File: src/rtl/dec_seq_nto2n.sv
// Registered N-to-2^N decoder: one-hot, thermometer and walking-one scan modes.
// Latency: 1 cycle from accepted sel (or mode/en change) to dec_out.
// Backpressure: in_ready low in SCAN, with en low, or for mode 10/11; sel is only captured when in_valid & in_ready.
module dec_seq_nto2n #(
    parameter int N          = 2,
    parameter int DWELL      = 4,
    parameter bit ACTIVE_LOW = 1'b0
) (
    input  logic              clk,
    input  logic              rst_n,
    input  logic              en,
    input  logic [1:0]        mode,
    input  logic              in_valid,
    output logic              in_ready,
    input  logic [N-1:0]      sel,
    output logic [2**N-1:0]   dec_out,
    output logic              out_valid,
    output logic              scan_wrap,
    output logic              busy
);

    localparam int W  = 2**N;
    localparam int DW = (DWELL > 1) ? $clog2(DWELL) : 1;

    typedef enum logic [1:0] {
        ST_IDLE = 2'd0,
        ST_HOLD = 2'd1,
        ST_SCAN = 2'd2
    } state_t;

    typedef enum logic [1:0] {
        MODE_ONEHOT = 2'b00,
        MODE_THERM  = 2'b01,
        MODE_SCAN   = 2'b10,
        MODE_RSVD   = 2'b11
    } mode_t;

    state_t          state_q, state_d;
    logic [W-1:0]    dec_q, dec_d;       // active-high image of dec_out
    logic [N-1:0]    sel_q, sel_d;       // last accepted select, kept for re-encode in HOLD
    logic [N-1:0]    idx_q, idx_d;
    logic [DW-1:0]   dwell_q, dwell_d;
    logic            ov_q, ov_d;
    logic            wrap_q, wrap_d;
    logic            busy_q, busy_d;
    logic            mode_dec;           // mode is one of the two decode modes
    logic            accept;

    // One-hot (therm=0) or thermometer (therm=1) encoding of an index.
    function automatic logic [W-1:0] encode(input logic [N-1:0] s, input logic therm);
        logic [W-1:0] r;
        r = '0;
        for (int k = 0; k < W; k++) begin
            if (therm ? (k <= int'(s)) : (k == int'(s))) begin
                r[k] = 1'b1;
            end
        end
        return r;
    endfunction

    assign mode_dec = (mode == MODE_ONEHOT) || (mode == MODE_THERM);
    assign in_ready = en && mode_dec && (state_q != ST_SCAN);
    assign accept   = in_valid && in_ready;

    // Next-state and next-output logic; en low / reserved mode overrides everything.
    always_comb begin
        state_d = state_q;
        dec_d   = dec_q;
        sel_d   = sel_q;
        idx_d   = idx_q;
        dwell_d = dwell_q;
        ov_d    = 1'b0;
        wrap_d  = 1'b0;
        if (!en || (mode == MODE_RSVD)) begin
            state_d = ST_IDLE;
            dec_d   = '0;
            idx_d   = '0;
            dwell_d = '0;
        end else if (mode == MODE_SCAN) begin
            if (state_q != ST_SCAN) begin
                state_d = ST_SCAN;
                idx_d   = '0;
                dwell_d = '0;
                dec_d   = encode('0, 1'b0);
            end else if (dwell_q == DW'(DWELL - 1)) begin
                dwell_d = '0;
                if (idx_q == N'(W - 1)) begin
                    idx_d  = '0;
                    wrap_d = 1'b1;
                end else begin
                    idx_d = idx_q + 1'b1;
                end
                dec_d = encode(idx_d, 1'b0);
            end else begin
                dwell_d = dwell_q + 1'b1;
            end
        end else begin
            if (state_q == ST_SCAN) begin
                // Scan position is dropped on exit so the next scan starts at index 0.
                state_d = ST_IDLE;
                dec_d   = '0;
                idx_d   = '0;
                dwell_d = '0;
            end else if (accept) begin
                state_d = ST_HOLD;
                sel_d   = sel;
                dec_d   = encode(sel, mode == MODE_THERM);
                ov_d    = 1'b1;
            end else if (state_q == ST_HOLD) begin
                // Re-encoding every cycle keeps the value stable and follows 00<->01 switches.
                dec_d = encode(sel_q, mode == MODE_THERM);
            end else begin
                dec_d = '0;
            end
        end
        busy_d = (state_d == ST_SCAN);
    end

    // State and output registers.
    always_ff @(posedge clk or negedge rst_n) begin
        if (!rst_n) begin
            state_q <= ST_IDLE;
            dec_q   <= '0;
            sel_q   <= '0;
            idx_q   <= '0;
            dwell_q <= '0;
            ov_q    <= 1'b0;
            wrap_q  <= 1'b0;
            busy_q  <= 1'b0;
        end else begin
            state_q <= state_d;
            dec_q   <= dec_d;
            sel_q   <= sel_d;
            idx_q   <= idx_d;
            dwell_q <= dwell_d;
            ov_q    <= ov_d;
            wrap_q  <= wrap_d;
            busy_q  <= busy_d;
        end
    end

    assign dec_out   = dec_q ^ {W{ACTIVE_LOW}};
    assign out_valid = ov_q;
    assign scan_wrap = wrap_q;
    assign busy      = busy_q;

endmodule

File: config.mk
export PLATFORM = sky130hd
export DESIGN_NAME = dec_seq_nto2n
export DESIGN_NICKNAME = d
export VERILOG_FILES = /design/src/rtl/dec_seq_nto2n.sv
export SDC_FILE = /design/constraint.sdc
export NUM_CORES = 1
export LEC_CHECK = 0
export BUFFER_PORTS_ARGS = -buffer_cell sky130_fd_sc_hd__buf_4
export CAP_MARGIN = 20
export CORE_MARGIN = 2
export CORE_UTILIZATION = 55
export CTS_CLUSTER_SIZE = 30
export DETAILED_ROUTE_END_ITERATION = 10
export PLACE_DENSITY = 0.84
export SYNTH_ARGS = -nofsm -noshare
export SYNTH_HDL_FRONTEND = slang
export SYNTH_SLANG_ARGS = --single-unit
File: constraint.sdc
create_clock -name clk -period 2.8 [get_ports clk]
set_input_delay 0 -clock clk [delete_from_list [all_inputs] [get_ports clk]]
set_output_delay 0 -clock clk [all_outputs]
set_load 0.02 [all_outputs]
==> out/metrics.yaml <==
grt_max_degree: 16
dpl_cell_area_um2: 991
hp-class: "in -> reg"
ys_seq_elements: 15
synth_cell_types: 38
core-area_um2: 1490
synthesis.area_um2: 870
reg2reg_slack_ns: 1.31
clk_pin_slew_ns: 0.09
drtIter0Drc: 14
final_cell_mix: "dfrtp_1, buf_4, nand2_1"
fin_area_um2: 1050
yosys.area.top_type: "dfrtp_1"
synth-async-reset-ratio_pct: 100
min_period_ns: 1.49
vias: 688
cellLeakagePower_nw: 0.521
tightest_slew_ns: 0.396
critPathKind: "reg -> reg"
cts_resized: 0
ys_warn_count: 0
max_clock_freq_ghz: 0.673
grt_pass1_wl_mm: 2.94
crit_fanout: 11
outcome: "complete, no violations"
synthFlopType: "dfrtp_1"
finalSetupViolCount: 0
pwr_density_cell_nw_per_um2: 416
cts_root_buffer: "clkbuf_4"
overflow: 0
synth_top_area_share_pct: 43.2
start_util_pct: 58.4
grt_pass1_vias: 705
stdcell_count: 120
relSlewSlack_pct: 73.6
antenna_cells: 0
final_hold_viol_count: 0
maxSlewViolCount: 0
io_pins: 16
critical_path_arrival_ns: 1.65
synth_enable_flop_cells: 0
route.detailed.drc: 0
clock_skew_ns: 0.00183
hpwl_mm: 1.19
routed_wl_mm: 1.64
wl_per_cell_um: 13.6
ys_seq_area_share_pct: 43.2
cts_buffers: 3
maxCapViolCount: 0
clk_latency_ns: 0.28
cts_buffer_depth: 2
first_pass_iters: 4
dieArea_um2: 1910
setup_tns_ns: 0
io_buffer_count: 15
h-tree-depth: 1
vias_per_cell: 5.73
fin_crit_sh_pct: 53.0
grt_util_all_layers_pct: 20.9
drive_above_1_share_pct: 26.0
antenna_found_initial: 0
fp-row-count: 14
route.antenna.remaining_nets: 0
fin_nets: 119
critPathLaunchType: "register"
required_ns: 2.97
synth_area_leaders: "dfrtp_1, ha_1, mux2i_1"
die_h_um: 43.8
ir_worst_vdd_mv: 0.270
syn-instance-count: 84
synthToLayoutAreaGrowth_pct: 20.4
gp_congestion: 0.801
syn_area_per_cell_um2: 10.4
die_x_um: 43.8
synth_nets: 98
cp-end-kind: "register"
rsz0062_at_grt: "false"
cts_num_sinks: 15
cts_tree: "built"
dp_cells: 113
[flip-flops by register name (all words and copies together) (netlist names)]
register	cells
sel_q	2
idx_q	2
busy	1
state_q	2
out_valid	1
dwell_q	2
dec_out	4
scan_wrap	1
[cells in the mapped netlist, types with 2 or more instances]
library cell,number
nor2_1,2
nor2b_1,3
o21ai_0,3
nor3_1,2
ha_1,6
mux2i_1,5
dfrtp_1,15
nand2b_1,3
a211oi_1,2
a32o_1,2
inv_1,5
a31oi_1,2
nand2_1,8
nand4_1,2
[path summary, 6_finish.rpt]
check,from,end,cells after the start
worst min-delay path,in_valid,out_valid$_DFF_PN0_,3
max in group asynchronous,rst_n,idx_q[0]$_DFFE_PN0P_,2
min in group asynchronous,rst_n,out_valid$_DFF_PN0_,2
worst min register to register,dwell_q[0]$_DFFE_PN0N_,dwell_q[0]$_DFFE_PN0N_,1
worst max register to register,dwell_q[0]$_DFFE_PN0N_,dec_out[3]$_DFFE_PN0P_,4
worst max-delay path,dwell_q[0]$_DFFE_PN0N_,dec_out[3]$_DFFE_PN0P_,4
[kinds of logic after synthesis]
family,synth area share [%]
adders and majority gates,8.63
AOI/OAI and AO/OA,14.5
muxes,8.78
buffers and inverters,4.89
and+or+nand+nor,20.0
DFF,43.2
[where the power goes]
part,switching (W),internal [W]
sequential,0.0000104,0.000227
combinational,0.0000386,0.0000351
clock,0.0000689,0.0000552
[critical path, cell delays in order, from the launching register on]
cell     delay [ns]
dfrtp_1        0.39
ha_1           0.41
mux2_2         0.39
a21oi_1        0.14
a31oi_1        0.05
[layout make-up]
class	instances	area, um^2
inverters	7	31.3
clock buffers	4	26.3
repair buffers	18	143
flip-flops and latches	15	375
fillers	106	442
well taps	16	20.0
multi-input cells	60	452
[layer usage]
layer	up-vias	part of all wire [%]	global-route usage, %
met5	-	0	0
met4	0	0.61	10.3
met3	2	5.0	5.83
met2	22	46	31.5
met1	324	48	27.4
li1	340	-	-
[through the flow]
step | total power (W) | hold slack [ns] | setup slack, ns | utilization, %
floorplan | 0.000283 | -0.296 | 1.49 | -
global placement | 0.000310 | -0.138 | 1.39 | 66.6
detailed placement | 0.000312 | -0.134 | 1.35 | 66.6
CTS | 0.000441 | 0.00512 | 1.31 | 70.3
global route | 0.000462 | 0.0300 | 1.20 | 70.3
finish | 0.000435 | 0.0127 | 1.31 | 70.3
[what timing repair did]
action                    in CTS  in global routing
buffers inserted               0                  0
hold buffers                   3                  0
hold endpoints to repair      17                  0
Note: power is estimated with default switching activity, not from simulation.
